$ cat config.mk
export PLATFORM = sky130hd
export DESIGN_NAME = demux_1x8_nbit_reg
export DESIGN_NICKNAME = d
export VERILOG_FILES = /design/src/rtl/demux_pkg.sv /design/src/rtl/decoder_3x8_en.sv /design/src/rtl/demux_1x8_nbit_reg.sv
export SDC_FILE = /design/constraint.sdc
export NUM_CORES = 1
export LEC_CHECK = 0
export ABC_CLOCK_PERIOD_IN_PS = 4080
export CORE_AREA = 2 2 97 71
export DETAILED_ROUTE_END_ITERATION = 8
export DIE_AREA = 0 0 99 73
export GPL_ROUTABILITY_DRIVEN = 0
export GPL_TIMING_DRIVEN = 0
export PLACE_DENSITY = 0.58
export RECOVER_POWER = 50
export SYNTH_ARGS = -nofsm -noshare
export SYNTH_HDL_FRONTEND = slang
export SYNTH_SLANG_ARGS = --single-unit
$ cat constraint.sdc
create_clock -name clk -period 4.08 [get_ports clk]
set_clock_uncertainty 0.05 [all_clocks]
set_input_delay 0.816 -clock clk [delete_from_list [all_inputs] [get_ports clk]]
set_output_delay 0.816 -clock clk [all_outputs]
set_load 0.01 [all_outputs]
$ cat src/rtl/demux_pkg.sv
// rtl/demux_pkg.sv - shared constants and select decode helper for the 1x8 distributor
package demux_pkg;

  localparam int unsigned NUM_CH = 8;
  localparam int unsigned SEL_W  = 3;

  function automatic logic [NUM_CH-1:0] onehot8(input logic [SEL_W-1:0] sel);
    return NUM_CH'(1) << sel;
  endfunction

endpackage

$ cat src/rtl/decoder_3x8_en.sv
// rtl/decoder_3x8_en.sv - 3-bit select plus enable to an 8-bit one-hot
module decoder_3x8_en
  import demux_pkg::*;
(
  input  logic [SEL_W-1:0]  sel_i,
  input  logic              en_i,
  output logic [NUM_CH-1:0] y_o
);

  assign y_o = en_i ? onehot8(sel_i) : '0;

endmodule

$ cat src/rtl/demux_1x8_nbit_reg.sv
// rtl/demux_1x8_nbit_reg.sv - registered 1-to-8 N-bit distributor with per-channel fresh flags
module demux_1x8_nbit_reg
  import demux_pkg::*;
#(
  parameter int unsigned N = 3
) (
  input  logic              clk,
  input  logic              reset_n,
  input  logic [N-1:0]      d,
  input  logic [SEL_W-1:0]  s,
  input  logic              auto,
  input  logic              in_valid,
  output logic              in_ready,
  input  logic [NUM_CH-1:0] ack,
  output logic [N-1:0]      q0,
  output logic [N-1:0]      q1,
  output logic [N-1:0]      q2,
  output logic [N-1:0]      q3,
  output logic [N-1:0]      q4,
  output logic [N-1:0]      q5,
  output logic [N-1:0]      q6,
  output logic [N-1:0]      q7,
  output logic [NUM_CH-1:0] strobe,
  output logic [NUM_CH-1:0] fresh,
  output logic [SEL_W-1:0]  ptr
);

  logic [N-1:0]      q_q [NUM_CH];
  logic [NUM_CH-1:0] fresh_q, fresh_d;
  logic [NUM_CH-1:0] strobe_q;
  logic [SEL_W-1:0]  ptr_q, ptr_d;
  logic [SEL_W-1:0]  target;
  logic              accept;
  logic [NUM_CH-1:0] wr_en;

  assign target   = auto ? ptr_q : s;
  // A same-cycle ack frees the target channel, so the producer need not wait a cycle
  assign in_ready = ~fresh_q[target] | ack[target];
  assign accept   = in_valid & in_ready;

  decoder_3x8_en u_wr_dec (
    .sel_i (target),
    .en_i  (accept),
    .y_o   (wr_en)
  );

  always_comb begin
    fresh_d = (fresh_q & ~ack) | wr_en;
    ptr_d   = ptr_q;
    if (accept && auto) begin
      ptr_d = ptr_q + SEL_W'(1);
    end
  end

  always_ff @(posedge clk) begin
    if (!reset_n) begin
      for (int i = 0; i < NUM_CH; i++) begin
        q_q[i] <= '0;
      end
      fresh_q  <= '0;
      strobe_q <= '0;
      ptr_q    <= '0;
    end else begin
      for (int i = 0; i < NUM_CH; i++) begin
        if (wr_en[i]) begin
          q_q[i] <= d;
        end
      end
      fresh_q  <= fresh_d;
      strobe_q <= wr_en;
      ptr_q    <= ptr_d;
    end
  end

  assign q0     = q_q[0];
  assign q1     = q_q[1];
  assign q2     = q_q[2];
  assign q3     = q_q[3];
  assign q4     = q_q[4];
  assign q5     = q_q[5];
  assign q6     = q_q[6];
  assign q7     = q_q[7];
  assign strobe = strobe_q;
  assign fresh  = fresh_q;
  assign ptr    = ptr_q;

endmodule
; Word-level counts from Yosys, hierarchy flattened
; Memories as Yosys holds them, arrays and structs flattened.
; Index checks and enable logic that the tools add are counted.
; Widths: inputs -> output; s select.
[classes]
magnitude_cmp = 1
shift = 1
mul = 0
n_addsub = 1
reduce_logical = 1
muxes = 39
bitwise_logic = 14
eq_ne = 0
n_div = 0
[op_table]
columns = cell, count
row1 = $mux 1, 27
row2 = $mux 3, 9
row3 = $or 1x1->1, 9
row4 = $and 8x8->8, 1
row5 = $mux 8, 1
row6 = $not 8->8, 1
row7 = $or 8x8->8, 1
row8 = $shl 1x3->8 const A, 1
row9 = $bmux 1 s3, 2
row10 = $lt 3x4->1 const B, 1
row11 = $add 3x1->3 const B, 1
row12 = $and 1x1->1, 1
row13 = $logic_and 1x1->1, 1
row14 = $not 1->1, 1
[word_totals]
wordCells = 61
latchBits = 0
n_memories = 1
mem_bits_ro = 0
output_inout_bits = 44
reg_bits = 19
ramBits = 24
inputBits = 18
[memory_table]
columns = memory, words, width, read_ports, rd_ports_with_merged_regs, wr, line_no
row1 = q_q, 8, 3, 8, 0, 8, demux_1x8_nbit_reg.sv:28  ; logic [N-1:0] q_q [NUM_CH];

; Depth between registers and ports, before layout
[logic_depth]
depth_word = 11
ltp_mapped = 9
ltp_nobuf = 6

; Cells and area by module
; Synthesis repeated with hierarchy kept, for this count alone.
[unflattened]
cells_unflattened = 140
area_unflattened_um2 = 1804.2
[modules_own_cells]
columns = mod, cells_per_inst, area_each_um2, n_inst
row1 = demux_1x8_nbit_reg, 132, 1709.1, 1
row2 = decoder_3x8_en, 8, 95.1, 1

; Worst setup path before layout
; OpenSTA, ideal clock, no wires.
[synth_timing]
kind = input-to-reg
start = input port auto
end = memory q_q[7][1] (netlist: q_q[1][10]) (enable)
arrival_ns = 2.775
required_ns = 3.675
slack_ns = 0.900
cell_stages = 6
setup_ns = 0.355
n_path_buf = 1
path_cell_list = mux2i_1 mux4_2 a221oi_2 nand2b_1 buf_2 o31ai_1
[synth_rtl]
columns = item, line_no
row1 = start: declaration, demux_1x8_nbit_reg.sv:11  ; input logic auto,
row2 = end: declaration, demux_1x8_nbit_reg.sv:28

; Final worst setup path
[layout_timing]
start = input port s[0]
end = output port in_ready
[layout_via]
elab_chain_len = 5
[layout_rtl]
columns = item, line_no
row1 = start: declaration, demux_1x8_nbit_reg.sv:10  ; input logic [SEL_W-1:0] s,
row2 = $mux 3 *, demux_1x8_nbit_reg.sv:36  ; assign target = auto ? ptr_q : s;
row3 = $bmux 1 s3, demux_1x8_nbit_reg.sv:38  ; assign in_ready = ~fresh_q[target] | ack[target];
row4 = $mux 1 (implied by the code), demux_1x8_nbit_reg.sv:38
row5 = $not 1->1, demux_1x8_nbit_reg.sv:38
row6 = $or 1x1->1 *, demux_1x8_nbit_reg.sv:38
row7 = end: declaration, demux_1x8_nbit_reg.sv:13  ; output logic in_ready,
; Every way passes the cells marked *; elsewhere a longest branch is shown, timed or not. The select of a mux whose other input is x is not followed.

==> impl_metrics.env <==
export IMPL_status="complete, no violations"
export IMPL_p_comb_share_pct=15.4
export IMPL_synth_nets=185
export IMPL_hold_violations=0
export IMPL_peakVddDrop_uv=113
export IMPL_first_iter_violations=92
export IMPL_htreeDepth=2
export IMPL_cts_tree="done"
export IMPL_clock_sinks=43
export IMPL_drive_gt1_share_pct=8.12
export IMPL_hold_start="fresh[3]$_SDFF_PN0_"
export IMPL_end_kind="output port"
export IMPL_grt_pass1_wl_um=7710
export IMPL_p_sw_w=0.000223
export IMPL_routed_via_density=4.68
export IMPL_vias=1475
export IMPL_fin_area_um2=2640
export IMPL_antenna_found_initial=0
export IMPL_clkPwrFrac_pct=29.7
export IMPL_antenna_cells=0
export IMPL_r2r_slack_ns=0.99
export IMPL_maxCapViolations=0
export IMPL_final_util_pct=41.2
export IMPL_tns_ns=0
export IMPL_core_area_um2=6410
export IMPL_synth_edff_count=24
export IMPL_clk_pin_slew_ns=0.08
export IMPL_die_h_um=73
export IMPL_synth_cells=166
export IMPL_route_final_wire_length_um=4670
export IMPL_synth_area_per_cell_um2=11.1
export IMPL_cellInternalPower_w=0.000657
export IMPL_clk_path_buf_depth=2
export IMPL_io_pins=62
export IMPL_worst_pin_slew_ns=0.549
export IMPL_cts_made_buffers=5
export IMPL_fin_nets=252
export IMPL_syn_area_um2=1840
export IMPL_period_minus_slack_ns=3.90
export IMPL_arrival_ns=3.03
export IMPL_whs_path_depth=2
export IMPL_ys_warn_count=0
export IMPL_rr_startpoint="ptr[0]$_SDFFE_PN0P_"
export IMPL_r2r_cells=7
export IMPL_fp_row_count=25
export IMPL_ant_nets=0
export IMPL_syn_to_final_growth_pct=43.7
export IMPL_ys_seq_area_share_pct=59.9
export IMPL_io_buffers=60
export IMPL_clkLatencyLatePin_ns=0.29
export IMPL_worstReg2RegEnd="q_q[1][11]$_DFFE_PP_"
export IMPL_worstPathRequired_ns=3.21
export IMPL_hold_path_class="register to register"
export IMPL_pwr_density_cell_nw_per_um2=333
export IMPL_hpwl_um=3590
export IMPL_cts_setup_buffers=0
export IMPL_grt_pass1_vias=1510
export IMPL_maxSlewHeadroom_pct=63.3
export IMPL_grt_usage_pct=13.9
export IMPL_synthArstFlopShare_pct=0
export IMPL_slew_violations=0
export IMPL_total_power_w=0.000880
export IMPL_power_leakage_nw=1.03
export IMPL_period_share_pct=95.6
export IMPL_swShare_pct=25.3
export IMPL_clock_tree_root_cell="clkbuf_8"
export IMPL_ys_types=31
export IMPL_whs_endpoint="fresh[3]$_SDFF_PN0_"
export IMPL_rsz0062_at_grt="false"
export IMPL_fmax_ghz=0.256
export IMPL_synth_seq_cells=43
export IMPL_synth_ff_type="edfxtp_1"
export IMPL_grt_max_degree=14
export IMPL_start_util_pct=28.6
export IMPL_crit_fanout=5
export IMPL_overflow=0
export IMPL_die_w_um=99
export IMPL_design_die_area_um2=7230
export IMPL_cp_start_kind="input pin"
export IMPL_dpl_cell_area_um2=2540
export IMPL_route_detailed_drc=0
export IMPL_p_seq_share_pct=54.9
export IMPL_crit_type="input pin to output port"
export IMPL_setup_viol=0
export IMPL_first_pass_iters=4
export IMPL_hold_buffers=0
export IMPL_post_drt_wl_per_cell_um=14.8
[power by group through the flow]
| stage | clock network (W) | logic [W] | registers [W] |
|---|---|---|---|
| 5_1_grt | 0.000298 | 0.000148 | 0.000486 |
| 2_1_floorplan | 0 | 0.0000561 | 0.000503 |
| 3_3_place_gp | 0 | 0.000138 | 0.000494 |
| 6_report | 0.000261 | 0.000135 | 0.000483 |
| 3_5_place_dp | 0 | 0.000140 | 0.000495 |
| 4_1_cts | 0.000276 | 0.000143 | 0.000485 |
[worst max path at each step]
stage	depth (start not counted)	to	start
finish	5	in_ready	s[0]
global route	7	in_ready	auto
CTS	6	in_ready	s[0]
detailed placement	8	q_q[0][7]$_SDFFCE_PN0P_	auto
global placement	7	q_q[1][10]$_DFFE_PP_	auto
floorplan	6	q_q[1][10]$_DFFE_PP_	auto
[cells by family (layout without fill, tap and decap cells)]
logic type / Yosys count / in the layout / synth area share, %
AOI/OAI and AO/OA: 28 / 28 / 9.74
muxes: 8 / 8 / 5.72
DFF: 43 / 43 / 59.9
buffers and inverters: 19 / 87 / 4.56
and+or+nand+nor: 67 / 67 / 19.3
adders and majority gates: 1 / 1 / 0.681
[critical path, stage by stage]
cell,delay (ns)
clkdlybuf4s50_1,0.54
mux2i_4,0.30
mux4_2,0.56
a22oi_1,0.24
clkdlybuf4s50_1,0.58
[registers in the layout (all words and copies together) (netlist names)]
register and cells:
ptr 3, strobe 8, fresh 8, q_q 24
[final cells by class]
cell class	instances	area, um^2
clock buffers	6	72.6
flip-flops and latches	43	1100
multi-input cells	104	671
plain buffers	11	52.6
well taps	81	101
clock inverters	2	12.5
inverters	8	30.0
repair buffers	60	599
fillers	630	3770
[per-stage QoR]
step | setup slack, ns | hold slack [ns] | instances
after floorplan | 0.900 | 0.452 | 166
after global placement | -0.222 | 0.434 | 307
after detailed placement | -0.248 | 0.443 | 307
after CTS | 0.130 | 0.460 | 315
after global routing | 0.0590 | 0.473 | 315
final | 0.180 | 0.451 | 315
[layer usage]
metal / vias up / track usage [%] / routed length [um]
met1: 677 / 20.2 / 2290
met4: 0 / 3.65 / 12
met5: - / 0 / 0
met3: 2 / 4.69 / 403
met2: 64 / 19.7 / 1960
li1: 732 / - / -
[cell usage after synthesis, types with 2 or more instances]
cell type | count | area share, %
a2111oi_0 | 2 | 0.95
and2_1 | 3 | 1.0
nand4_1 | 2 | 0.68
dfxtp_1 | 19 | 21
inv_1 | 8 | 1.6
clkbuf_1 | 5 | 1.0
nor3_2 | 2 | 1.1
o21ai_0 | 12 | 3.3
a21oi_1 | 4 | 1.1
edfxtp_1 | 24 | 39
buf_2 | 4 | 1.1
nor2_1 | 11 | 2.2
nand2_1 | 12 | 2.5
nand3_1 | 5 | 1.4
nor3_1 | 17 | 4.6
nand3b_1 | 7 | 2.9
nand2b_1 | 6 | 2.0
mux4_2 | 2 | 2.5
o31ai_1 | 4 | 1.6
mux2i_1 | 6 | 3.3
[cell usage in the layout (no fill, tap or decap), types with 2 or more instances in the layout]
| cell type | n |
|---|---|
| a2111oi_1 | 2 |
| a21oi_1 | 4 |
| and2_1 | 2 |
| buf_2 | 3 |
| clkbuf_1 | 7 |
| clkbuf_8 | 5 |
| clkdlybuf4s50_1 | 16 |
| dfxtp_1 | 19 |
| dlygate4sd3_1 | 43 |
| edfxtp_1 | 24 |
| inv_1 | 8 |
| mux2i_1 | 5 |
| mux4_2 | 2 |
| nand2_1 | 12 |
| nand2b_1 | 6 |
| nand3_1 | 5 |
| nand3b_1 | 7 |
| nand4_1 | 2 |
| nor2_1 | 11 |
| nor3_1 | 17 |
| nor3_2 | 2 |
| o21ai_0 | 12 |
| o31ai_1 | 4 |
[repair_timing]
item	in CTS	in global routing
cloned	0	0
endpoints found under the setup margin	1	1
resized for setup	6	1
No activity file was read; power rests on OpenSTA's default activity.
